<file path="src/rtl/lpc_pkg.sv">
// Shared LPC definitions: FSM states, START / cycle-type / SYNC nibble codes.
package lpc_pkg;

    typedef enum logic [2:0] {
        IDLE,
        CYCTYPE,
        ADDR,
        WDATA,
        TAR,
        SYNC,
        RDATA,
        FTAR
    } lpc_state_e;

    localparam logic [3:0] START_LPC  = 4'b0000;
    localparam logic [3:0] START_TPM  = 4'b0101;

    // Cycle type is carried in lad[3:1]; lad[0] is reserved.
    localparam logic [2:0] CYC_IO_RD  = 3'b000;
    localparam logic [2:0] CYC_IO_WR  = 3'b001;

    localparam logic [3:0] SYNC_READY = 4'b0000;
    localparam logic [3:0] SYNC_LWAIT = 4'b0110;
    localparam logic [3:0] SYNC_ERROR = 4'b1010;

endpackage

</file>
<file path="src/rtl/lpc_addr_match.sv">
// Combinational address-window compare; cleared MASK bits are don't-care.
module lpc_addr_match #(
    parameter logic [15:0] BASE = 16'h0000,
    parameter logic [15:0] MASK = 16'hFFF0
) (
    input  logic [15:0] addr,
    output logic        hit
);
    assign hit = ((addr ^ BASE) & MASK) == 16'h0000;
endmodule

</file>
<file path="src/rtl/lpc_periph_fsm.sv">
// LPC peripheral cycle engine: decodes I/O cycles, hands them to an agent, drives SYNC/data.
// Optional TPM START (0101) support is enabled by defining LPC_TPM_CYCLES_EN.
module lpc_periph_fsm
    import lpc_pkg::*;
#(
    parameter logic [15:0] ADDR_BASE = 16'h0000,
    parameter logic [15:0] ADDR_MASK = 16'hFFF0,
    parameter int          MAX_WAIT  = 15
) (
    input  logic        lclk_i,
    input  logic        lreset,
    input  logic        lframe_i,
    input  logic [3:0]  lad_i,
    output logic [3:0]  lad_o,
    output logic        lad_oe,
    output logic        req_o,
    output logic        wr_o,
    output logic        tpm_o,
    output logic [15:0] addr_o,
    output logic [7:0]  wdata_o,
    input  logic [7:0]  rdata_i,
    input  logic        ack_i,
    output logic        abort_o
);
    localparam logic [7:0] MAX_W = 8'(MAX_WAIT);

    lpc_state_e  state_q, state_d;
    logic [1:0]  cnt_q, cnt_d;
    logic [15:0] addr_q, addr_d;
    logic [7:0]  wdata_q, wdata_d;
    logic [7:0]  rdata_q, rdata_d;
    logic        wr_q, wr_d;
    logic        req_q, req_d;
    logic        ack_seen_q, ack_seen_d;
    logic [7:0]  wait_q, wait_d;
    logic [3:0]  lad_o_d;
    logic        lad_oe_d;
    logic        abort_d;
    logic        is_start;
    logic        ack_acc;
    logic        hit;
    logic [15:0] addr_shift;

    assign addr_shift = {addr_q[11:0], lad_i};
    assign ack_acc    = ack_i & req_q;

    lpc_addr_match #(.BASE(ADDR_BASE), .MASK(ADDR_MASK)) u_match (
        .addr (addr_shift),
        .hit  (hit)
    );

`ifdef LPC_TPM_CYCLES_EN
    logic tpm_q, tpm_d;
    assign is_start = (lad_i == START_LPC) || (lad_i == START_TPM);
    assign tpm_o    = tpm_q;
`else
    assign is_start = (lad_i == START_LPC);
    assign tpm_o    = 1'b0;
`endif

    always_comb begin
        state_d    = state_q;
        cnt_d      = cnt_q;
        addr_d     = addr_q;
        wdata_d    = wdata_q;
        rdata_d    = rdata_q;
        wr_d       = wr_q;
        req_d      = req_q;
        ack_seen_d = ack_seen_q;
        wait_d     = wait_q;
        lad_o_d    = 4'hF;
        lad_oe_d   = 1'b0;
        abort_d    = 1'b0;
`ifdef LPC_TPM_CYCLES_EN
        tpm_d      = tpm_q;
`endif

        if (ack_acc) begin
            req_d      = 1'b0;
            ack_seen_d = 1'b1;
            rdata_d    = rdata_i;
        end

        // lad_o/lad_oe next values describe what is driven during the next state's clock.
        case (state_q)
            IDLE: ;
            CYCTYPE: begin
                cnt_d = 2'd0;
                if (lad_i[3:1] == CYC_IO_RD) begin
                    wr_d    = 1'b0;
                    state_d = ADDR;
                end else if (lad_i[3:1] == CYC_IO_WR) begin
                    wr_d    = 1'b1;
                    state_d = ADDR;
                end else begin
                    state_d = IDLE;
                end
            end
            ADDR: begin
                addr_d = addr_shift;
                cnt_d  = 2'(cnt_q + 2'd1);
                if (cnt_q == 2'd3) begin
                    cnt_d = 2'd0;
                    if (!hit) begin
                        state_d = IDLE;
                    end else if (wr_q) begin
                        state_d = WDATA;
                    end else begin
                        state_d = TAR;
                        req_d   = 1'b1;
                    end
                end
            end
            WDATA: begin
                cnt_d = 2'(cnt_q + 2'd1);
                if (cnt_q == 2'd0) begin
                    wdata_d[3:0] = lad_i;
                end else begin
                    wdata_d[7:4] = lad_i;
                    cnt_d        = 2'd0;
                    state_d      = TAR;
                    req_d        = 1'b1;
                end
            end
            TAR: begin
                cnt_d = 2'(cnt_q + 2'd1);
                if (cnt_q != 2'd0) begin
                    state_d  = SYNC;
                    lad_oe_d = 1'b1;
                    if (ack_seen_q || ack_acc) begin
                        lad_o_d = SYNC_READY;
                    end else begin
                        lad_o_d = SYNC_LWAIT;
                        wait_d  = 8'd1;
                    end
                end
            end
            SYNC: begin
                lad_oe_d = 1'b1;
                cnt_d    = 2'd0;
                if (lad_o == SYNC_LWAIT) begin
                    if (ack_acc) begin
                        lad_o_d = SYNC_READY;
                    end else if (wait_q >= MAX_W) begin
                        lad_o_d = SYNC_ERROR;
                        req_d   = 1'b0;
                        rdata_d = 8'hFF;
                    end else begin
                        lad_o_d = SYNC_LWAIT;
                        wait_d  = 8'(wait_q + 8'd1);
                    end
                end else if (wr_q) begin
                    state_d = FTAR;
                    lad_o_d = 4'hF;
                end else begin
                    state_d = RDATA;
                    lad_o_d = rdata_q[3:0];
                end
            end
            RDATA: begin
                lad_oe_d = 1'b1;
                if (cnt_q == 2'd0) begin
                    cnt_d   = 2'd1;
                    lad_o_d = rdata_q[7:4];
                end else begin
                    cnt_d   = 2'd0;
                    state_d = FTAR;
                    lad_o_d = 4'hF;
                end
            end
            FTAR: begin
                if (cnt_q == 2'd0) cnt_d = 2'd1;
                else               state_d = IDLE;
            end
            default: state_d = IDLE;
        endcase

        // LFRAME# low overrides everything; an active cycle is torn down with an abort pulse.
        if (!lframe_i) begin
            state_d    = is_start ? CYCTYPE : IDLE;
            lad_o_d    = 4'hF;
            lad_oe_d   = 1'b0;
            ack_seen_d = 1'b0;
            if (lad_oe || req_q) begin
                abort_d = 1'b1;
                req_d   = 1'b0;
            end
`ifdef LPC_TPM_CYCLES_EN
            if (is_start) tpm_d = (lad_i == START_TPM);
`endif
        end
    end

    always_ff @(posedge lclk_i) begin
        if (lreset) begin
            state_q    <= IDLE;
            cnt_q      <= 2'd0;
            addr_q     <= 16'h0000;
            wdata_q    <= 8'h00;
            rdata_q    <= 8'h00;
            wr_q       <= 1'b0;
            req_q      <= 1'b0;
            ack_seen_q <= 1'b0;
            wait_q     <= 8'd0;
            lad_o      <= 4'hF;
            lad_oe     <= 1'b0;
            abort_o    <= 1'b0;
`ifdef LPC_TPM_CYCLES_EN
            tpm_q      <= 1'b0;
`endif
        end else begin
            state_q    <= state_d;
            cnt_q      <= cnt_d;
            addr_q     <= addr_d;
            wdata_q    <= wdata_d;
            rdata_q    <= rdata_d;
            wr_q       <= wr_d;
            req_q      <= req_d;
            ack_seen_q <= ack_seen_d;
            wait_q     <= wait_d;
            lad_o      <= lad_o_d;
            lad_oe     <= lad_oe_d;
            abort_o    <= abort_d;
`ifdef LPC_TPM_CYCLES_EN
            tpm_q      <= tpm_d;
`endif
        end
    end

    assign req_o   = req_q;
    assign wr_o    = wr_q;
    assign addr_o  = addr_q;
    assign wdata_o = wdata_q;

endmodule

</file>
<file path="config.mk">
export PLATFORM = sky130hd
export DESIGN_NAME = lpc_periph_fsm
export DESIGN_NICKNAME = d
export VERILOG_FILES = /design/src/rtl/lpc_pkg.sv /design/src/rtl/lpc_addr_match.sv /design/src/rtl/lpc_periph_fsm.sv
export SDC_FILE = /design/constraint.sdc
export NUM_CORES = 1
export LEC_CHECK = 0
export CAP_MARGIN = 25
export CORE_MARGIN = 3
export CORE_UTILIZATION = 55
export DETAILED_ROUTE_END_ITERATION = 16
export MAX_ROUTING_LAYER = met4
export PLACE_DENSITY_LB_ADDON = 0.15
export RECOVER_POWER = 25
export SLEW_MARGIN = 15
export SYNTH_ARGS = -nofsm -noshare
export SYNTH_HDL_FRONTEND = slang
export SYNTH_SLANG_ARGS = --single-unit
export TNS_END_PERCENT = 100
</file>
<file path="constraint.sdc">
create_clock -name lclk_i -period 2.9 [get_ports lclk_i]
set_input_delay 0.29 -clock lclk_i [delete_from_list [all_inputs] [get_ports lclk_i]]
set_output_delay 0.29 -clock lclk_i [all_outputs]
set_load 0.05 [all_outputs]
</file>
# After elaboration in Yosys (flattened, before gate mapping)
# Index checks and enable logic that the tools add are counted.
[op_classes]
n_addsub = 2
magnitude_cmp = 1
eq_ne = 23
mux = 54
bitwise = 3
n_reduce_logical = 20
[ops]
columns = ["op", "n"]
rows = [
  ["$mux 8", 10],
  ["$mux 3", 10],
  ["$mux 4", 6],
  ["$pmux 3 s7", 1],
  ["$ne 3x3->1 const B", 6],
  ["$mux 1", 17],
  ["$logic_not 16->1", 1],
  ["$pmux 8 s2", 1],
  ["$eq 3x3->1 const B", 4],
  ["$ne 2x2->1 const B", 6],
  ["$pmux 2 s6", 1],
  ["$pmux 4 s3", 1],
  ["$mux 2", 5],
  ["$add 8x1->8 const B", 1],
  ["$ge 8x4->1 const B", 1],
  ["$ne 8x1->1 const B", 1],
  ["$reduce_and 2->1", 4],
  ["$reduce_or 2->1", 4],
  ["$reduce_and 7->1", 1],
  ["$eq 3x1->1 const B", 2],
  ["$eq 3x2->1 const B", 2],
  ["$reduce_and 6->1", 1],
  ["$reduce_bool 2->1", 3],
  ["$reduce_bool 6->1", 1],
  ["11 further kinds", 13],
]
[word_totals]
reg_bits = 54
input_bits = 16
output_inout_bits = 33
wordCells = 116

# Depth between registers and ports, before layout
[logic_depth]
word_depth = 8
mapped_depth = 7
depth_no_buf = 6

# By module
# A second synthesis with hierarchy kept.
[hier_totals]
hier_cells = 293
hier_area_um2 = 2506.2
[modules_own_cells]
columns = ["module", "instances", "cells_each", "area_per_inst_um2", "seq_area_each_um2"]
rows = [
  ["lpc_periph_fsm", 1, 289, 2481.1, 1081.0],
  ["lpc_addr_match", 1, 4, 25.0, 0.0],
]

# Worst setup path before layout
# Ideal clock, no wire load.
[synth_path]
path_kind = "reg2reg"
start = "reg lad_o[2]"
end = "reg wait_q[1]"
setup_ps = 74
arrival_time_ps = 1769
t_required_ps = 2826
path_slack_ps = 1056
stages_incl_launch_ff = 6
path_buffers = 1
synth_period_minus_slack_ps = 1844
cell_sequence = "dfxtp_1 -> nor4bb_1 -> buf_2 -> nand4_1 -> or4b_1 -> o21ai_0"
[synth_between]
elab_chain_len = 3
[synth_lines]
columns = ["item", "line", "source"]
rows = [
  ["start: declaration", "lpc_periph_fsm.sv:14", "output logic [3:0] lad_o,"],
  ["start signal: assignment", "lpc_periph_fsm.sv:221", "lad_o <= lad_o_d;"],
  ["$eq 4x3->1", "lpc_periph_fsm.sv:141", "if (lad_o == SYNC_LWAIT) begin"],
  ["$ne 2x2->1 (no line)", "--", ""],
  ["$reduce_and 6->1 (no line)", "--", ""],
  ["end signal: assignment", "lpc_periph_fsm.sv:220", "wait_q <= wait_d;"],
  ["end: declaration", "lpc_periph_fsm.sv:35", "logic [7:0] wait_q, wait_d;"],
]
# Every way passes these cells.
# A chain may end at the register's enable or synchronous reset.

# Worst setup path after layout
[layout_path]
start = "reg state_q[1]"
end = "reg state_q[2]"
[layout_between]
elab_chain_len = 3
elab_cells_between_ends = 17
classes_between = "eq/ne: 14; mux: 2; reduce/logical: 1"
[layout_lines]
columns = ["item", "line", "source"]
rows = [
  ["start: declaration", "lpc_periph_fsm.sv:27", "lpc_state_e state_q, state_d;"],
  ["start signal: assignment", "lpc_periph_fsm.sv:212", "state_q <= state_d;"],
  ["$eq 3x3->1 (tied with other cells)", "lpc_periph_fsm.sv:85", "case (state_q)"],
  ["$ne 8x1->1 (no line) (tied with other cells)", "--", ""],
  ["$reduce_and 7->1 (no line) / $mux 3 (equally long branches)", "--", ""],
]
# Several ways; a longest one is shown, not always the timed one.

==> impl_results.md <==
- Synth Area in XOR/XNOR: 0
- Die Wd: 73.98 µm
- # resized after CTS: 0
- Hold crit path type: reg2reg
- CP Capture Type: flop
- Maximum root-to-sink buffer count: 2
- Post-Synth Simple-Gate Area: 0.2861
- Clock sink count: 54
- Reg power frac: 0.595
- Yosys warns: 0
- Fmax: 0.4638 GHz
- Clock share of power: 0.309
- Slowest-stage cell, CP: dfxtp_1
- Number of core rows: 24
- Vias in the first global route: 1,985
- Pwr dens: 414.6 mW/mm²
- CP Class: reg2reg
- Main combinational cell family by area after synthesis: simple AND/OR/NAND/NOR gates
- Hold Vio Cnt, Final: 0
- CTS tree: yes
- Yosys cell types: 55
- Hold_buf cts: 0
- I/O pins: 49
- Initial antenna violation count: 0
- RePlAce Congestion: 0.9236
- Core Box Area: 0.004414 mm²
- Worst-path cell chain: inv_1 -> nor3_4 -> nand2_1 -> o221a_2
- Die area: 0.005472 mm²
- Crit path DAT: 2360 ps
- Total gr overflow: 0
- Final Net Count: 359
- Average wire per standard cell: 14.40 µm
- Top cells by area, synth: dfxtp_1 43%, nand2_1 6.5%, a21oi_1 5.1%
- Largest net degree at the start of global routing: 26
- Fraction of layout cells with a size suffix above 1: 0.06490
- Final HPWL DP: 3993 µm
- Slew Limit Fails: 0
- Clock latency on the worst-skew pair: 300 ps
- Multiplexer share of the synthesized area: 0.04727
- Static leakage power: 1.123 nW
- R2R Setup Slk: 740 ps
- Routed vias: 2,230
- Compound-Gate Fraction of Synth Area: 0.1768
- Port buffer count: 47
- Switching Power: 315.2 µW
- Slowest cell delay on critical path: 770 ps
- Initial DRT Pass Iterations: 4
- Avg Inst Size Synth: 8.527 µm²
- Post-synth EDFFs: 0
- Max Cap Viol: 0
- WL final: 5631 µm
- Detailed Route Iter0 Violations: 105
- Flops & latches, synth: 54
- Top_reg_cell synth: dfxtp_1
- Worst-margin pin slew: 803.6 ps
- Total GRT Usage: 0.2182
- Final ANT Viol Nets: 0
- Residual DRC count: 0
- Clk_skew: 4.716 ps
- DR vias/cell: 5.703
- Final Power: 1.281 mW
- CP max FO: 24
- Mapped Nets: 318
- Num CTS Buffers: 5
- Mapped Cells: 298
- Postcts setup bufs: 0
- CP required: 3100 ps
- Fill cells: 386
- Clk root buf: clkbuf_8
- Syn Std Cell Area: 0.002541 mm²
- Final Setup Violations: 0
- Type of origin of the critical path: flop
- Post-Synth Adder-Cell Area: 0.01969
- Area share of the largest cell type after synthesis: 0.4254
- Vert. Die Dim: 73.98 µm
- Clock slew at reported path FFs: 90 ps
- Sw frac: 0.2461
- Peak VDD IR: 0.0002551 V
- CTS H-Tree Depth: 2
- Ant. Diodes: 0
- RSZ-0062 raised after global routing: false
- Area growth, synth to finish: 21.57%
- Fin crit period: 2156 ps
- Int Pwr: 965.7 µW
- Top cell type by total area after synthesis: dfxtp_1
- First-pass GRT wire length: 9101 µm
- Asr flop ratio synth: 0
- Crit share post-route: 0.7435
- Setup_tns: 0 ps
- Starting density of the core: 0.5757
- Sequential element share of the synthesized area: 0.4254
- Comb pwr share: 0.096
- Rel. slew slack: 0.4635
- Status: finished, final reports clean
-- layout by cell type (no fill, tap or decap), types with 2 or more instances in the layout --
cell type	synthesis	routed
dfxtp_1	54	54
clkbuf_1	6	3
a211oi_1	2	2
nor3_1	11	11
ha_1	4	4
o21a_1	2	2
nand4_1	3	3
a22oi_1	2	2
nand2b_1	3	3
buf_4	2	2
and3_1	2	2
inv_1	8	8
and2_1	6	5
o21ai_0	20	20
a21oi_1	26	26
nor4_2	4	3
o31ai_1	3	3
clkdlybuf4s50_1	0	34
dlygate4sd3_1	0	13
or4_4	3	3
a21boi_0	2	2
nor2b_1	5	5
nand3_1	4	4
nor4bb_1	2	2
a211oi_2	2	2
clkbuf_8	0	5
a31oi_1	2	2
mux2i_1	12	12
nor3b_1	2	2
nor4_1	2	3
nand2_1	44	44
nor2_1	28	28
-- final cells by class --
type                       count  area [µm²]  share of cell area
multi-input combinational    219        1344              0.4350
tap                           52       65.06             0.02106
clock buffer                   7       76.32             0.02471
inverter                       9       33.78             0.01094
timing repair buffer          50       489.2              0.1584
sequential                    54        1081              0.3499
-- sequential cells by signal, summed over array words and instances, names as in the netlist --
name,count
state_q,3
abort_o,1
rdata_q,8
req_o,1
lad_o,4
addr_o,16
ack_seen_q,1
wait_q,8
cnt_q,2
wdata_o,8
lad_oe,1
wr_o,1
-- critical path: cells and delay by family, from the launching register on --
kind	cells	cell delay [ps]
flip-flops	1	770
AND/OR/NAND/NOR	2	740
AO/OA/AOI/OAI	1	290
buffers and inverters	1	260
-- power groups by stage --
| stage | Sequential [mW] | Clock (mW) | Combinational, mW |
|---|---|---|---|
| after CTS | 0.761 | 0.401 | 0.124 |
| after global routing | 0.763 | 0.437 | 0.134 |
| after floorplan | 0.777 | 0 | 0.0799 |
| after global placement | 0.778 | 0 | 0.122 |
| final | 0.762 | 0.396 | 0.123 |
| after detailed placement | 0.779 | 0 | 0.124 |
-- final timing paths --
kind	endpoint	startpoint	depth (start not counted)
min reg2reg	addr_o[13]	addr_o[13]	2
max reg2reg	state_q[2]	state_q[1]	4
max	state_q[2]	state_q[1]	4
min	addr_o[13]	addr_o[13]	2
-- synthesized netlist by cell type (all sizes together) (2+ instances only) --
| library cell | instances |
|---|---|
| dfxtp | 54 |
| nand2 | 44 |
| nor2 | 28 |
| a21oi | 26 |
| o21ai | 20 |
| mux2i | 12 |
| nor3 | 12 |
| buf | 10 |
| inv | 9 |
| nor4 | 7 |
| and2 | 6 |
| clkbuf | 6 |
| nor2b | 5 |
| a211oi | 4 |
| ha | 4 |
| nand3 | 4 |
| a21boi | 3 |
| nand2b | 3 |
| nand4 | 3 |
| o31ai | 3 |
| or4 | 3 |
| a22oi | 2 |
| a31oi | 2 |
| and3 | 2 |
| nand3b | 2 |
| nor3b | 2 |
| nor4bb | 2 |
| o21a | 2 |
-- per-layer routing --
| layer | track usage | routed length, µm | up-vias |
|---|---|---|---|
| met5 | - | 0 | - |
| met4 | 0.08048 | 101 | 0 |
| met3 | 0.05270 | 241 | 13 |
| met2 | 0.3179 | 2577 | 43 |
| met1 | 0.2935 | 2710 | 1046 |
| li1 | - | - | 1128 |
-- per-stage QoR --
stage                     utilization  hold slack [ps]  worst slack (ps)  std cells  instance area [µm²]
after floorplan                     -            369.3              1056        298                 2541
after global placement         0.6848            441.2             850.0        384                 3023
after detailed placement       0.6848            445.3             790.4        384                 3023
after CTS                      0.7021            458.1             761.5        391                 3099
after global routing           0.6998            466.6             548.5        391                 3089
final                          0.6998            452.5             743.9        391                 3089
-- cells by family (layout without fill, tap and decap cells) --
family	after synthesis	after routing
AOI/OAI and AO/OA	72	72
muxes	12	12
other	1	1
buffers and inverters	25	66
and+or+nand+nor	130	130
adders and majority gates	4	4
DFF	54	54
Note: power is estimated with default switching activity, not from simulation.
